## src/rtl/btn_event_arbiter_pkg.sv

```systemverilog
// Shared definitions for the button event arbiter.
//   - event-type codes carried on evt_type
//   - per-button debounce FSM state encoding
//   - clog2 helper used for counter and index widths
package btn_event_arbiter_pkg;

  localparam logic [1:0] EVT_PRESS   = 2'd0;
  localparam logic [1:0] EVT_RELEASE = 2'd1;
  localparam logic [1:0] EVT_LONG    = 2'd2;

  typedef enum logic [2:0] {
    ST_RELEASED     = 3'd0,
    ST_PRESS_PEND   = 3'd1,
    ST_PRESSED      = 3'd2,
    ST_LONG_HELD    = 3'd3,
    ST_RELEASE_PEND = 3'd4
  } btn_state_t;

  // Ceiling log2, never less than 1 so it can always size a vector.
  function automatic int clog2(input int value);
    int r;
    r = 0;
    while ((1 << r) < value) r = r + 1;
    return (r < 1) ? 1 : r;
  endfunction

endpackage

```

## src/rtl/btn_fsm.sv

```systemverilog
// One button: 2-FF synchronizer followed by the press / long-press /
// release debounce FSM. The FSM only advances on cycles where the shared
// sample tick is high.
// Ports:
//   clk, rst_n  clock, asynchronous active-low reset
//   btn         raw asynchronous button level (1 = pressed)
//   tick        one-cycle sample strobe from the shared prescaler
//   level       debounced level (registered)
//   evt_strobe  high on the tick cycle that commits an event (combinational)
//   evt_type    type of that event, valid while evt_strobe is high
module btn_fsm
  import btn_event_arbiter_pkg::*;
#(
  parameter int STABLE_TICKS = 16,
  parameter int LONG_TICKS   = 1000
) (
  input  logic       clk,
  input  logic       rst_n,
  input  logic       btn,
  input  logic       tick,
  output logic       level,
  output logic       evt_strobe,
  output logic [1:0] evt_type
);

  localparam int CNT_W = clog2(LONG_TICKS + 1);
  localparam logic [CNT_W-1:0] STABLE_C = CNT_W'(STABLE_TICKS);
  localparam logic [CNT_W-1:0] LONG_C   = CNT_W'(LONG_TICKS);
  localparam logic [CNT_W-1:0] ONE_C    = CNT_W'(1);

  logic             sync_meta;
  logic             s;
  btn_state_t       state, state_next;
  logic [CNT_W-1:0] cnt, cnt_next, cnt_inc;
  logic             long_done, long_done_next;
  logic             level_next;
  logic             do_press, do_release, start_release;

  always_ff @(posedge clk or negedge rst_n) begin
    if (!rst_n) begin
      sync_meta <= 1'b0;
      s         <= 1'b0;
    end else begin
      sync_meta <= btn;
      s         <= sync_meta;
    end
  end

  always_ff @(posedge clk or negedge rst_n) begin
    if (!rst_n) begin
      state     <= ST_RELEASED;
      cnt       <= '0;
      long_done <= 1'b0;
      level     <= 1'b0;
    end else begin
      state     <= state_next;
      cnt       <= cnt_next;
      long_done <= long_done_next;
      level     <= level_next;
    end
  end

  always_comb begin
    state_next     = state;
    cnt_next       = cnt;
    long_done_next = long_done;
    level_next     = level;
    evt_strobe     = 1'b0;
    evt_type       = EVT_PRESS;
    do_press       = 1'b0;
    do_release     = 1'b0;
    start_release  = 1'b0;
    cnt_inc        = cnt + ONE_C;

    if (tick) begin
      case (state)
        ST_RELEASED: begin
          if (s) begin
            // First matching tick counts as 1; with STABLE_TICKS=1 it commits.
            if (STABLE_C <= ONE_C) begin
              do_press = 1'b1;
            end else begin
              state_next = ST_PRESS_PEND;
              cnt_next   = ONE_C;
            end
          end
        end
        ST_PRESS_PEND: begin
          if (s) begin
            if (cnt_inc >= STABLE_C) do_press = 1'b1;
            else                     cnt_next = cnt_inc;
          end else begin
            state_next = ST_RELEASED;
            cnt_next   = '0;
          end
        end
        ST_PRESSED: begin
          if (s) begin
            if (cnt_inc >= LONG_C) begin
              state_next     = ST_LONG_HELD;
              cnt_next       = '0;
              long_done_next = 1'b1;
              evt_strobe     = 1'b1;
              evt_type       = EVT_LONG;
            end else begin
              cnt_next = cnt_inc;
            end
          end else begin
            start_release = 1'b1;
          end
        end
        ST_LONG_HELD: begin
          if (!s) start_release = 1'b1;
        end
        ST_RELEASE_PEND: begin
          if (!s) begin
            if (cnt_inc >= STABLE_C) do_release = 1'b1;
            else                     cnt_next = cnt_inc;
          end else begin
            // Bounce back: a completed long press never repeats its LONG event,
            // otherwise the long-press timer restarts from zero.
            state_next = long_done ? ST_LONG_HELD : ST_PRESSED;
            cnt_next   = '0;
          end
        end
        default: begin
          state_next = ST_RELEASED;
          cnt_next   = '0;
        end
      endcase

      if (start_release) begin
        if (STABLE_C <= ONE_C) begin
          do_release = 1'b1;
        end else begin
          state_next = ST_RELEASE_PEND;
          cnt_next   = ONE_C;
        end
      end

      if (do_press) begin
        state_next     = ST_PRESSED;
        cnt_next       = '0;
        long_done_next = 1'b0;
        level_next     = 1'b1;
        evt_strobe     = 1'b1;
        evt_type       = EVT_PRESS;
      end

      if (do_release) begin
        state_next = ST_RELEASED;
        cnt_next   = '0;
        level_next = 1'b0;
        evt_strobe = 1'b1;
        evt_type   = EVT_RELEASE;
      end
    end
  end

endmodule

```

## src/rtl/btn_event_arbiter.sv

```systemverilog
// Debounces N_BTN buttons with one shared sample-tick prescaler and merges
// their PRESS / RELEASE / LONG events into a single event stream.
// Ports:
//   clk, rst_n  clock, asynchronous active-low reset
//   btn         raw button levels, 1 = pressed
//   btn_level   debounced level per button
//   evt_valid   output slot holds an event
//   evt_ready   consumer ready
//   evt_btn     index of the button that produced the event
//   evt_type    0 = PRESS, 1 = RELEASE, 2 = LONG
//   evt_drop    one-cycle pulse when an event is lost
//
// Handshake: an event transfers on every clock edge where evt_valid and
// evt_ready are both high. While evt_valid is high and evt_ready is low,
// evt_btn/evt_type hold. evt_ready may stay high permanently; ready without
// valid has no effect. A new event loads in the same cycle the old one is
// accepted, so a busy stream has no bubbles.
module btn_event_arbiter
  import btn_event_arbiter_pkg::*;
#(
  parameter int N_BTN        = 4,
  parameter int TICK_DIV     = 50000,
  parameter int STABLE_TICKS = 16,
  parameter int LONG_TICKS   = 1000
) (
  input  logic                      clk,
  input  logic                      rst_n,
  input  logic [N_BTN-1:0]          btn,
  output logic [N_BTN-1:0]          btn_level,
  output logic                      evt_valid,
  input  logic                      evt_ready,
  output logic [clog2(N_BTN)-1:0]   evt_btn,
  output logic [1:0]                evt_type,
  output logic                      evt_drop
);

  localparam int IDX_W = clog2(N_BTN);
  localparam int DIV_W = clog2(TICK_DIV);
  localparam logic [DIV_W-1:0] DIV_LAST = DIV_W'(TICK_DIV - 1);
  localparam logic [IDX_W-1:0] IDX_LAST = IDX_W'(N_BTN - 1);

  // Shared sample-tick prescaler.
  logic [DIV_W-1:0] div_cnt;
  logic             tick;

  assign tick = (div_cnt == DIV_LAST);

  always_ff @(posedge clk or negedge rst_n) begin
    if (!rst_n)    div_cnt <= '0;
    else if (tick) div_cnt <= '0;
    else           div_cnt <= div_cnt + DIV_W'(1);
  end

  // Per-button debounce FSMs.
  logic [N_BTN-1:0] fsm_strobe;
  logic [1:0]       fsm_type [N_BTN];

  for (genvar g = 0; g < N_BTN; g++) begin : g_btn
    btn_fsm #(
      .STABLE_TICKS(STABLE_TICKS),
      .LONG_TICKS  (LONG_TICKS)
    ) u_fsm (
      .clk       (clk),
      .rst_n     (rst_n),
      .btn       (btn[g]),
      .tick      (tick),
      .level     (btn_level[g]),
      .evt_strobe(fsm_strobe[g]),
      .evt_type  (fsm_type[g])
    );
  end

  // Pending store and round-robin selection.
  logic [N_BTN-1:0] pend, pend_next;
  logic [1:0]       pend_type [N_BTN];
  logic [1:0]       pend_type_next [N_BTN];
  logic [IDX_W-1:0] rr_ptr;

  logic             load;
  logic             found, found_hi, found_lo;
  logic [IDX_W-1:0] sel, sel_hi, sel_lo;
  logic [1:0]       sel_type, type_hi, type_lo;
  logic [N_BTN-1:0] grant;
  logic             drop_next;

  // Scan from rr_ptr upward with wrap: the first pending entry at or above
  // rr_ptr wins; failing that, the lowest pending entry below rr_ptr.
  always_comb begin
    found_hi = 1'b0;
    found_lo = 1'b0;
    sel_hi   = '0;
    sel_lo   = '0;
    type_hi  = EVT_PRESS;
    type_lo  = EVT_PRESS;
    for (int j = 0; j < N_BTN; j++) begin
      if (pend[j]) begin
        if (j >= int'(rr_ptr)) begin
          if (!found_hi) begin
            found_hi = 1'b1;
            sel_hi   = IDX_W'(j);
            type_hi  = pend_type[j];
          end
        end else if (!found_lo) begin
          found_lo = 1'b1;
          sel_lo   = IDX_W'(j);
          type_lo  = pend_type[j];
        end
      end
    end
    found    = found_hi | found_lo;
    sel      = found_hi ? sel_hi : sel_lo;
    sel_type = found_hi ? type_hi : type_lo;
    load     = !evt_valid || evt_ready;
    grant    = '0;
    if (load && found) grant[sel] = 1'b1;
  end

  // A grant frees its entry in the same cycle, so a new event for that
  // button is stored rather than dropped.
  always_comb begin
    pend_next = '0;
    drop_next = 1'b0;
    for (int i = 0; i < N_BTN; i++) begin
      pend_type_next[i] = pend_type[i];
      pend_next[i]      = fsm_strobe[i] | (pend[i] & !grant[i]);
      if (fsm_strobe[i]) begin
        if (pend[i] && !grant[i]) drop_next = 1'b1;
        else                      pend_type_next[i] = fsm_type[i];
      end
    end
  end

  always_ff @(posedge clk or negedge rst_n) begin
    if (!rst_n) begin
      pend      <= '0;
      rr_ptr    <= '0;
      evt_valid <= 1'b0;
      evt_btn   <= '0;
      evt_type  <= EVT_PRESS;
      evt_drop  <= 1'b0;
      for (int i = 0; i < N_BTN; i++) pend_type[i] <= EVT_PRESS;
    end else begin
      pend     <= pend_next;
      evt_drop <= drop_next;
      for (int i = 0; i < N_BTN; i++) pend_type[i] <= pend_type_next[i];
      if (load) begin
        evt_valid <= found;
        if (found) begin
          evt_btn  <= sel;
          evt_type <= sel_type;
          rr_ptr   <= (sel == IDX_LAST) ? '0 : sel + IDX_W'(1);
        end
      end
    end
  end

endmodule

```

## config.mk

```make
export PLATFORM = sky130hd
export DESIGN_NAME = btn_event_arbiter
export DESIGN_NICKNAME = d
export VERILOG_FILES = /design/src/rtl/btn_event_arbiter_pkg.sv /design/src/rtl/btn_fsm.sv /design/src/rtl/btn_event_arbiter.sv
export SDC_FILE = /design/constraint.sdc
export NUM_CORES = 1
export LEC_CHECK = 0
export CAP_MARGIN = 15
export CORE_MARGIN = 10
export CORE_UTILIZATION = 50
export CTS_CLUSTER_DIAMETER = 50
export CTS_CLUSTER_SIZE = 24
export DETAILED_ROUTE_END_ITERATION = 7
export GPL_TIMING_DRIVEN = 0
export HOLD_SLACK_MARGIN = 0.15
export PLACE_DENSITY = 0.64
export SYNTH_ARGS = -nofsm -noshare
export SYNTH_HDL_FRONTEND = slang
export SYNTH_SLANG_ARGS = --single-unit
```

## constraint.sdc

```tcl
create_clock -name clk -period 3.8 [get_ports clk]
set_input_delay 0.38 -clock clk [delete_from_list [all_inputs] [get_ports clk]]
set_output_delay 0.38 -clock clk [all_outputs]
set_load 0.005 [all_outputs]
```

==> flow_summary.rst <==
.. list-table::
   :header-rows: 1

   * - Metric
     - Value
   * - Register clock-pin slew on the reported worst setup and hold paths
     - 0.07 ns
   * - Ys async rst share
     - 100%
   * - Gr ovfl total
     - 0
   * - Synth cell types
     - 83
   * - Fraction of the cycle the final worst path needs
     - 74.4%
   * - Power Density
     - 335 nW/um2
   * - Family with the most delay on the worst path
     - multiplexers
   * - First-pass GRT wire length
     - 29000 um
   * - Clk buf depth
     - 2
   * - Count leader, synth
     - sky130_fd_sc_hd__dfrtp_1
   * - Share of Yosys cell area claimed by the top area cell type
     - 37.6%
   * - Buf+Inv Stages, Crit Path
     - 0
   * - Number of hold violations in the final report
     - 0
   * - Layout overhead on the synthesized area
     - 10.5%
   * - Insertion delay to the later sink of the worst-skew pair
     - 0.35 ns
   * - Largest fanout on the critical path
     - 10
   * - Total detailed-routing wirelength
     - 16900 um
   * - Status
     - finished, final reports clean
   * - Crit path required time
     - 4.04 ns
   * - Setup violations, final
     - 0
   * - Number of sinks handled by clock tree synthesis
     - 104
   * - Gpl congestion
     - 0.897
   * - Final antenna-violating net count
     - 0
   * - Cells along the critical path
     - ha_1 -> and4_1 -> nor4_1 -> mux2_2 -> o21ai_1 -> nand2_1 -> a21oi_1 -> mux2_1
   * - Post-CTS setup buffer count
     - 0
   * - Synth Area in Compound Gates
     - 25.8%
   * - Leakage power
     - 0.00326 uW
   * - Fillers
     - 1234
   * - Detailed placer's ending HPWL
     - 12000 um
   * - TritonCTS clock tree
     - done
   * - Overall die width
     - 138 um
   * - Min Clock Period, post-route
     - 2.83 ns
   * - Portion of netlist area occupied by mux cells
     - 2.17%
   * - Number of standard cells in the layout, taps in and fillers out
     - 1035
   * - Min-delay worst type
     - reg -> reg
   * - Number of antenna cells inserted
     - 0
   * - Remaining max-slew budget at the tightest pin
     - 51.0%
   * - Dpl cell area
     - 7330 um2
   * - Pwr Total
     - 2560 uW
   * - Wire length per cell after detailed routing
     - 16.3 um
   * - Site row count
     - 42
   * - Library cell occupying the most area in the post-synthesis netlist
     - sky130_fd_sc_hd__dfrtp_1
   * - Die Footprint
     - 19000 um2
   * - Synth Area per Inst
     - 8.39 um2
   * - I/O Buffers
     - 16
   * - Max capacitance violation total
     - 0
   * - Pin count of the biggest net entering global routing
     - 54
   * - Number of DRC markers after the initial detailed-route iteration
     - 510
   * - Root Buffer
     - sky130_fd_sc_hd__clkbuf_16
   * - Vias in the first global route
     - 5962
   * - Number of antenna violations at the first check in global routing
     - 0
   * - Main combinational cell family by area after synthesis
     - compound AO/OA/AOI/OAI gates
   * - VDD IR-drop max
     - 0.266 mV
   * - Worst Tran Pin Value
     - 0.731 ns
   * - Part of the Yosys area used for sequential elements
     - 37.6%
   * - Detailed-routing iteration count for the pre-antenna-repair pass
     - 5
   * - Starting Density
     - 51.7%
   * - Timing-limited maximum frequency
     - 354 MHz
   * - Number of enable-type register cells in the synthesized netlist
     - 0
   * - Netlist Area Pre-Place
     - 6920 um2
   * - Number of pins with negative max-slew slack in the final report
     - 0
   * - Setup repair after global routing missed its margin
     - no
   * - Layout net count
     - 872
   * - Drt via density
     - 6.14
   * - Total non-filler cell area in the finished layout
     - 7650 um2
   * - Most instantiated flip-flop cell in the synthesis netlist
     - sky130_fd_sc_hd__dfrtp_1
   * - Post-Synthesis Cells
     - 825
   * - Area used by multi-input combinational logic
     - 3970 um2
   * - Sequential cell area in the final layout
     - 2600 um2
   * - Critical-path top delay cell
     - sky130_fd_sc_hd__dfrtp_1
   * - Type of element launching the critical path
     - flip-flop
   * - I/O pin total
     - 17
   * - Clock skew
     - 0.0117 ns
   * - Share of layout cells above drive strength 1
     - 7.80%
   * - Kind of critical path
     - reg -> reg
   * - #FFs+latches synth
     - 104
   * - Adder-cell area share of the yosys netlist
     - 1.99%
   * - Die height
     - 138 um
   * - Fin Setup TNS
     - 0 ns
   * - Worst hold margin
     - 0.351 ns
   * - Most instantiated cells after synthesis
     - 104 x sky130_fd_sc_hd__dfrtp_1, 100 x sky130_fd_sc_hd__nand2_1, 75 x sky130_fd_sc_hd__nor2_1
   * - Simple-gate area share of the yosys netlist
     - 24.4%
   * - Core footprint
     - 13400 um2
   * - Fraction of synthesized cell area in xor and xnor cells
     - 2.91%
   * - Top post-synthesis cells by area
     - sky130_fd_sc_hd__dfrtp_1 38%, sky130_fd_sc_hd__nand2_1 5.4%, sky130_fd_sc_hd__nor2_1 4.1%
   * - CTS buffer count
     - 9
   * - Dpl cells
     - 1018
   * - Nets in the synthesized netlist
     - 843
   * - Via count
     - 6352
   * - Total DRC errors in the routed layout
     - 0
   * - Aggregate global-route resource usage
     - 18.4%
   * - CTS H-tree lvls
     - 3
   * - Max incr delay on CP
     - 0.50 ns
   * - Endpoint kind of the worst setup timing path
     - flip-flop
   * - Yosys warns
     - 0
   * - Arrival time of data at the critical path endpoint
     - 3.06 ns
## flip-flops by register name (all words and copies together), names as in the netlist
signal,cells
pend_type,8
evt_type,2
evt_valid,1
evt_btn,2
g_btn.u_fsm.state,12
g_btn.u_fsm.sync_meta,4
pend,4
g_btn.u_fsm.level,4
div_cnt,16
g_btn.u_fsm.s,4
evt_drop,1
g_btn.u_fsm.long_done,4
rr_ptr,2
g_btn.u_fsm.cnt,40
## cell usage in the layout (no fill, tap or decap), drive strengths merged, types with 11 or more instances in the layout
cell,synthesis,routed
a21o,11,11
a21oi,49,49
a31oi,22,22
and2,11,11
and3,17,17
buf,23,25
clkbuf,32,42
clkdlybuf4s50,0,15
dfrtp,104,104
ha,11,11
inv,28,28
nand2,100,100
nand3,35,35
nand4,12,12
nor2,75,75
nor3,30,30
o21ai,54,54
o31ai,13,13
xnor2,13,13
## cell type report
cell class | count | share of cell area, %
Timing Repair Buffer | 18 | 2.55
Inverter | 28 | 1.37
Buffer | 55 | 3.25
Clock inverter | 6 | 1.10
Tap cell | 176 | 2.88
Sequential cell | 104 | 34.0
Multi-Input combinational cell | 638 | 51.8
Clock buffer | 10 | 2.99
## kinds of logic (layout without fill, tap and decap cells)
family                     count (synthesis)  after routing
AOI/OAI and AO/OA                        249            249
xor gates and xnor gates                  23             23
adders and majority gates                 11             11
buffers and inverters                     83            117
DFF                                      104            104
muxes                                     14             14
and+or+nand+nor                          341            341
## per-stage QoR
step / setup WS (ns) / utilization [%]
floorplan: 1.41 / -
global placement: -1.66 / 54.5
detailed placement: 1.01 / 54.7
CTS: 0.984 / 57.1
global route: 0.667 / 57.1
finish: 0.974 / 57.1
## power by group
group	leakage, uW	internal [uW]	switching, uW	total [uW]
logic	0.00170	127	264	391
clock network	0.000156	576	416	991
registers	0.00141	1150	33.2	1180
## per-layer routing
layer | part of all wire (%) | vias up | global-route usage (%)
met4 | 1.2 | 0 | 4.57
met5 | 0 | - | 0
li1 | - | 3106 | -
met3 | 4.4 | 17 | 3.86
met2 | 46 | 137 | 29.2
met1 | 48 | 3092 | 25.0
## worst paths after layout
path	slack, ns	startpoint	endpoint	depth (start not counted)
max in group asynchronous	2.48	rst_n	g_btn[0].u_fsm.cnt[5]	3
min	0.35	g_btn[0].u_fsm.sync_meta	g_btn[0].u_fsm.s	0
max	0.97	g_btn[1].u_fsm.cnt[1]	pend_type[4]	8
min reg2reg	0.35	g_btn[0].u_fsm.sync_meta	g_btn[0].u_fsm.s	0
min in group asynchronous	0.62	rst_n	g_btn[2].u_fsm.cnt[5]	2
max reg2reg	0.97	g_btn[1].u_fsm.cnt[1]	pend_type[4]	8
## repair_timing
item,in CTS,in global routing
gates resized for setup,0,0
hold endpoints to repair,52,0
endpoints found under the setup margin,0,0
hold buffers,1,0
Note: power is estimated with default switching activity, not from simulation.
==> RTL change 1, RTL diff (same settings) <==
Encoding of `btn_state_t`: now one-hot (5 bits for 5 states).
--- a/src/rtl/btn_event_arbiter_pkg.sv
+++ b/src/rtl/btn_event_arbiter_pkg.sv
@@ -9,10 +9,10 @@
   localparam logic [1:0] EVT_LONG    = 2'd2;
 
-  typedef enum logic [2:0] {
-    ST_RELEASED     = 3'd0,
-    ST_PRESS_PEND   = 3'd1,
-    ST_PRESSED      = 3'd2,
-    ST_LONG_HELD    = 3'd3,
-    ST_RELEASE_PEND = 3'd4
+  typedef enum logic [4:0] {
+    ST_RELEASED     = 5'b00001,
+    ST_PRESS_PEND   = 5'b00010,
+    ST_PRESSED      = 5'b00100,
+    ST_LONG_HELD    = 5'b01000,
+    ST_RELEASE_PEND = 5'b10000
   } btn_state_t;
 
Function: same outputs for any inputs over 10 cycles, from zero or initial values and one cycle with rst_n low; not proved beyond that.
==> RTL change 1 against the unedited design <==
Global-route usage decreased by 1.7 points. Sequential cell count grew 8. Non-clock buffer count rose by 2. Synthesized area is 5.0% higher. Worst setup slack lost 0.30 ns. Critical path type unchanged. Cell area is 4.3% higher. Routed wire length down 1.8%.
Power is not compared: it rests on default switching activity, and its combinational part moved more than twofold at a synthesized area within 25%.
==> RTL change 1: results (changes against the unedited design) <==
post-synthesis adder-cell area fraction 1.89% (was 1.99%); Synth Area in Compound Gates 23.4% (was 25.8%); mux cell area share after synthesis 3.72% (was 2.17%); dpl hpwl 11.9 mm (was 12.0 mm); Via Count 6,363 (was 6,352); LEAKAGE 0.00340 uW; Hold Crit Class reg2reg (unchanged); Worst Setup EP g_btn[0].u_fsm.cnt[6]$_DFFE_PN0P_ (was pend_type[4]$_DFFE_PN0P_); Root Driver clkbuf_16 (unchanged); Placement Cell Area 0.00768 sq mm (was 0.00733 sq mm); Clock Path Buffers 2 (unchanged); drt total wl 16.6 mm (was 16.9 mm); largest registers g_btn.u_fsm.cnt x40, g_btn.u_fsm.state x20, div_cnt x16 (was g_btn.u_fsm.cnt x40, div_cnt x16, g_btn.u_fsm.state x12); diodes inserted 0 (unchanged); P_int 1750 uW; Total GRT Usage 16.7% (was 18.4%); Final GP Congestion 0.857 (was 0.897); Least-Margin Pin Slew 1.03 ns (was 0.731 ns); share of cells above drive strength 1 9.58% (was 7.80%); Yosys cell types 88 (was 83); Synth top cells by count dfrtp_1 (108), nand2_1 (85), nor2_1 (64), o21ai_0 (57), a21oi_1 (48) (was dfrtp_1 (104), nand2_1 (100), nor2_1 (75), a21oi_1 (47), o21ai_0 (43)); Clk pin slew, worst setup/hold paths 0.07 ns (about the same); top cells by area, synth dfrtp_1 (37%), nand2_1 (4.4%), o21ai_0 (3.9%) (was dfrtp_1 (38%), nand2_1 (5.4%), nor2_1 (4.1%)); critical path peak fanout 10 (unchanged); Worst R2R Setup Slack 0.67 ns (was 0.97 ns); DR iter-0 viols 350 (was 510); worst vdd ir roughly 0.28 mV; layout filler cell count 1,242 (was 1,234); largest net degree at the start of global routing 59 (was 54); Worst Path Arrival 3.40 ns (was 3.06 ns); NumNets Final 890 (was 872); setup TNS 0 ns (unchanged); Syn Nets 861 (was 843); # Post-CTS Setup Buffers 0 (unchanged); H-tree Lvls 3 (unchanged); PortBufs 16 (unchanged); first-pass GRT wire length 28.3 mm (was 29.0 mm); final period utilization 82.2% (was 74.4%); Clk Latency, worst-skew pair 0.36 ns; initial antenna violation count 0 (unchanged); Seq/Total Area, Yosys 38.6% (was 37.6%); worst setup path start div_cnt[0]$_DFF_PN0_ (was g_btn[1].u_fsm.cnt[1]$_DFFE_PN0P_); synth warn 0 (unchanged); placed cell count 1,040 (was 1,018); Synth Area per Inst 8.62 sq um (was 8.39 sq um); vias in the first global route 5,929 (was 5,962); drt pass-1 iters 5 (unchanged); cts bufs inserted 9 (unchanged); fin cells 1,057 (was 1,035); Worst Reg-to-Reg Cells 9 (was 8); skew final 0.00842 ns (was 0.0117 ns); status finished clean (unchanged); post-synthesis xor/xnor area fraction 2.53% (was 2.91%); pre-CTS setup slack 0.725 ns (was 1.01 ns)
## RTL change 1: logic make-up (layout without fill, tap and decap cells)
family / Yosys count / in the layout
AOI/OAI and AO/OA: 245 / 245
xor gates and xnor gates: 21 / 21
adders and majority gates: 11 / 11
buffers and inverters: 89 / 123
DFF: 112 / 112
muxes: 25 / 25
and+or+nand+nor: 340 / 340
## RTL change 1: per-layer routing
metal	GRT usage, %	share of wire [%]	wire (um)	up-vias
li1	-	-	-	3163
met1	21.9	48	7880	3067
met2	27.0	48	7940	111
met3	3.38	3.1	518	22
met4	4.89	1.5	247	0
met5	0	0	0	-
## RTL change 1: worst min path at each step
| stage | startpoint | to | slack, ns | depth (start not counted) |
|---|---|---|---|---|
| floorplan | rst_n | div_cnt[0]$_DFF_PN0_ | 0.08 | 0 |
| global placement | g_btn[2].u_fsm.sync_meta$_DFF_PN0_ | g_btn[2].u_fsm.s$_DFF_PN0_ | 0.33 | 0 |
| detailed placement | g_btn[0].u_fsm.sync_meta$_DFF_PN0_ | g_btn[0].u_fsm.s$_DFF_PN0_ | 0.34 | 0 |
| CTS | g_btn[3].u_fsm.sync_meta$_DFF_PN0_ | g_btn[3].u_fsm.s$_DFF_PN0_ | 0.36 | 0 |
| global route | g_btn[0].u_fsm.sync_meta$_DFF_PN0_ | g_btn[0].u_fsm.s$_DFF_PN0_ | 0.37 | 0 |
| finish | g_btn[0].u_fsm.sync_meta$_DFF_PN0_ | g_btn[0].u_fsm.s$_DFF_PN0_ | 0.35 | 0 |
## RTL change 1: power groups by stage
stage                     Sequential [uW]  Combinational, uW  Clock (uW)
after floorplan                      1250               79.6           0
after global placement               1250                145           0
after detailed placement             1250                151           0
after CTS                            1230                153         975
after global routing                 1230                173        1020
final                                1230                151         936
## RTL change 1: final cells by class
class	instances	area (sq um)	share of cell area, %
tap	180	225	2.82
sequential	112	2810	35.2
buffer	57	255	3.20
clock buffer	12	256	3.21
multi-input combinational	642	4080	51.2
timing repair buffer	18	195	2.45
inverter	32	120	1.51
clock inverter	4	35.0	0.439
## RTL change 1: worst max-delay path, stage by stage (launching register included)
cell and delay, ns:
dfrtp_1 0.37, ha_1 0.19, and3_1 0.16, clkbuf_1 0.20
and4_1 0.41, buf_2 0.32, o41ai_2 0.25, nor4_1 0.79
nand3_1 0.17, mux2i_1 0.17
## RTL change 1: timing repair
item | 4_1_cts | 5_1_grt
resized for setup | 0 | 0
endpoints found under the hold margin | 52 | 0
hold buffers | 1 | 0
==> RTL change 2, RTL diff (same flow settings) <==
Made on the original files. `LONG_TICKS` is set to 1000 in 2 places; all go to 2000.
--- a/src/rtl/btn_fsm.sv
+++ b/src/rtl/btn_fsm.sv
@@ -13,5 +13,5 @@
 #(
   parameter int STABLE_TICKS = 16,
-  parameter int LONG_TICKS   = 1000
+  parameter int LONG_TICKS   = 2000
 ) (
   input  logic       clk,
--- a/src/rtl/btn_event_arbiter.sv
+++ b/src/rtl/btn_event_arbiter.sv
@@ -22,5 +22,5 @@
   parameter int TICK_DIV     = 50000,
   parameter int STABLE_TICKS = 16,
-  parameter int LONG_TICKS   = 1000
+  parameter int LONG_TICKS   = 2000
 ) (
   input  logic                      clk,
Check against the original RTL: no difference found for any inputs over 10 cycles, from zero or initial values and one cycle with rst_n low; that may be too few to reach the edited logic, so the function may still have changed.
==> RTL change 2 against the unedited design <==
Routed wire length up 5.8%. Worst setup slack worse by 0.47 ns. Combinational power up 22%. Cell area up 5.2%. Power up 5.5%. Worst hold slack about the same. Synthesized cell count up 6.5%. Largest cell class unchanged. Synthesized area up 5.7%. Critical path depth down 1. Largest power group unchanged. Sequential cell count up 4. Die area up 4.9%. Clock skew down 0.0057 ns.
==> RTL change 2: results (changes against the unedited design) <==
vias per cell 6.20 (was 6.14); Largest delay share family, worst path buffers and inverters (was multiplexers); worst vdd ir 0.251 mV (was 0.266 mV); Synth top cells by count dfrtp_1 (108), nand2_1 (93), nor2_1 (84), o21ai_0 (49), nand3_1 (44) (was dfrtp_1 (104), nand2_1 (100), nor2_1 (75), a21oi_1 (47), o21ai_0 (43)); LEAKAGE 0.00344 uW (was 0.00326 uW); initial antenna violation count 0 (unchanged); Setup Crit Path Kind reg2reg (unchanged); synth warn 0 (unchanged); hold path cells 0 (unchanged); NumNets Final 924 (was 872); Reg-to-Reg Start div_cnt[12]$_DFF_PN0_ (was g_btn[1].u_fsm.cnt[1]$_DFFE_PN0P_); Worst R2R Setup Slack 0.50 ns (was 0.97 ns); vias in the first global route 6,408 (was 5,962); Top reg by flops g_btn.u_fsm.cnt (unchanged); top cells by area, synth dfrtp_1 (37%), nand2_1 (4.8%), nor2_1 (4.3%) (was dfrtp_1 (38%), nand2_1 (5.4%), nor2_1 (4.1%)); drt pass-1 iters 5 (unchanged); Clock Path Buffers 2 (unchanged); PortBufs 16 (unchanged); share of cells above drive strength 1 8.00% (was 7.80%); dpl hpwl 12.8 mm (was 12.0 mm); H-tree Lvls 3 (unchanged); layout filler cell count 1,318 (was 1,234); Setup-failing EPs final 0 (unchanged); Clk Latency, worst-skew pair ~0.36 ns; critical path peak fanout 10 (unchanged); CTS Hold Bufs 1 (unchanged); drt total wl 17.9 mm (was 16.9 mm); Final GP Congestion 0.911 (was 0.897); pre-CTS setup slack 0.489 ns (was 1.01 ns); async set-reset flop share out of synthesis 100% (unchanged); diodes inserted 0 (unchanged); CP peak stage delay 0.54 ns (was 0.50 ns); largest registers g_btn.u_fsm.cnt x44, div_cnt x16, g_btn.u_fsm.state x12 (was g_btn.u_fsm.cnt x40, div_cnt x16, g_btn.u_fsm.state x12); Yosys cell types 86 (was 83); Root Driver clkbuf_16 (unchanged); first-pass GRT wire length 30.7 mm (was 29.0 mm); post-cts resize count 0 (unchanged); Seq/Total Area, Yosys 36.9% (was 37.6%); Least-Margin Pin Slew 0.991 ns (was 0.731 ns); Worst Setup EP evt_drop$_DFF_PN0_ (was pend_type[4]$_DFFE_PN0P_); DR iter-0 viols 607 (was 510); largest net degree at the start of global routing 57 (was 54); # Post-CTS Setup Buffers 0 (unchanged); Worst Path Arrival 3.55 ns (was 3.06 ns); Max stage delay cell, worst path buf_1 (was dfrtp_1); Syn Nets 895 (was 843); cts bufs inserted 9 (unchanged); skew final 0.00603 ns (was 0.0117 ns); Worst Reg-to-Reg Cells 7 (was 8); Total GRT Usage 18.0% (was 18.4%); Hold Crit Class reg2reg (unchanged); status finished clean (unchanged); Clk pin slew, worst setup/hold paths 0.07 ns (about the same)
-- RTL change 2: layer usage --
metal	track usage, %	wire, um	up-vias
li1	-	-	3284
met2	31.0	8940	204
met3	3.66	759	23
met4	3.91	197	0
met1	22.6	7990	3294
met5	0	0	-
-- RTL change 2: worst min-delay path by stage --
stage / startpoint / endpoint / slack [ns]
floorplan: rst_n / div_cnt[0]$_DFF_PN0_ / 0.08
global placement: g_btn[2].u_fsm.sync_meta$_DFF_PN0_ / g_btn[2].u_fsm.s$_DFF_PN0_ / 0.33
detailed placement: g_btn[3].u_fsm.sync_meta$_DFF_PN0_ / g_btn[3].u_fsm.s$_DFF_PN0_ / 0.34
CTS: g_btn[3].u_fsm.sync_meta$_DFF_PN0_ / g_btn[3].u_fsm.s$_DFF_PN0_ / 0.35
global route: g_btn[3].u_fsm.sync_meta$_DFF_PN0_ / g_btn[3].u_fsm.s$_DFF_PN0_ / 0.36
finish: g_btn[1].u_fsm.sync_meta$_DFF_PN0_ / g_btn[1].u_fsm.s$_DFF_PN0_ / 0.35
-- RTL change 2: power by group --
group / internal [uW] / total [uW] / switching (uW)
logic: 191 / 476 / 285
clock network: 522 / 990 / 467
registers: 1200 / 1240 / 37.2
-- RTL change 2: final cells by class --
type / instances / area, sq um / area share, %
inverters: 35 / 131 / 1.63
clock inverters: 7 / 82.6 / 1.03
plain buffers: 67 / 309 / 3.84
repair buffers: 18 / 195 / 2.42
well taps: 184 / 230 / 2.86
multi-input cells: 669 / 4180 / 51.9
clock buffers: 9 / 225 / 2.80
flip-flops and latches: 108 / 2700 / 33.6
-- RTL change 2: kinds of logic (layout without fill, tap and decap cells) --
family | count (synthesis) | in the layout | share of synthesized area (%)
AND/OR/NAND/NOR | 379 | 379 | 26.8
AO/OA/AOI/OAI | 243 | 243 | 23.8
flip-flops | 108 | 108 | 36.9
buffers and inverters | 102 | 136 | 6.02
XOR/XNOR | 23 | 23 | 2.75
multiplexers | 15 | 15 | 2.24
adder cells (fa/ha/maj) | 9 | 9 | 1.54
-- RTL change 2: through the flow --
step	power, uW	area, sq um	std cells	setup TNS (ns)
global placement	1730	7710	1079	-197.19
finish	2710	8050	1097	0
floorplan	1550	7320	879	0
global route	2860	8050	1097	0
CTS	2750	8050	1097	0
detailed placement	1740	7730	1080	0
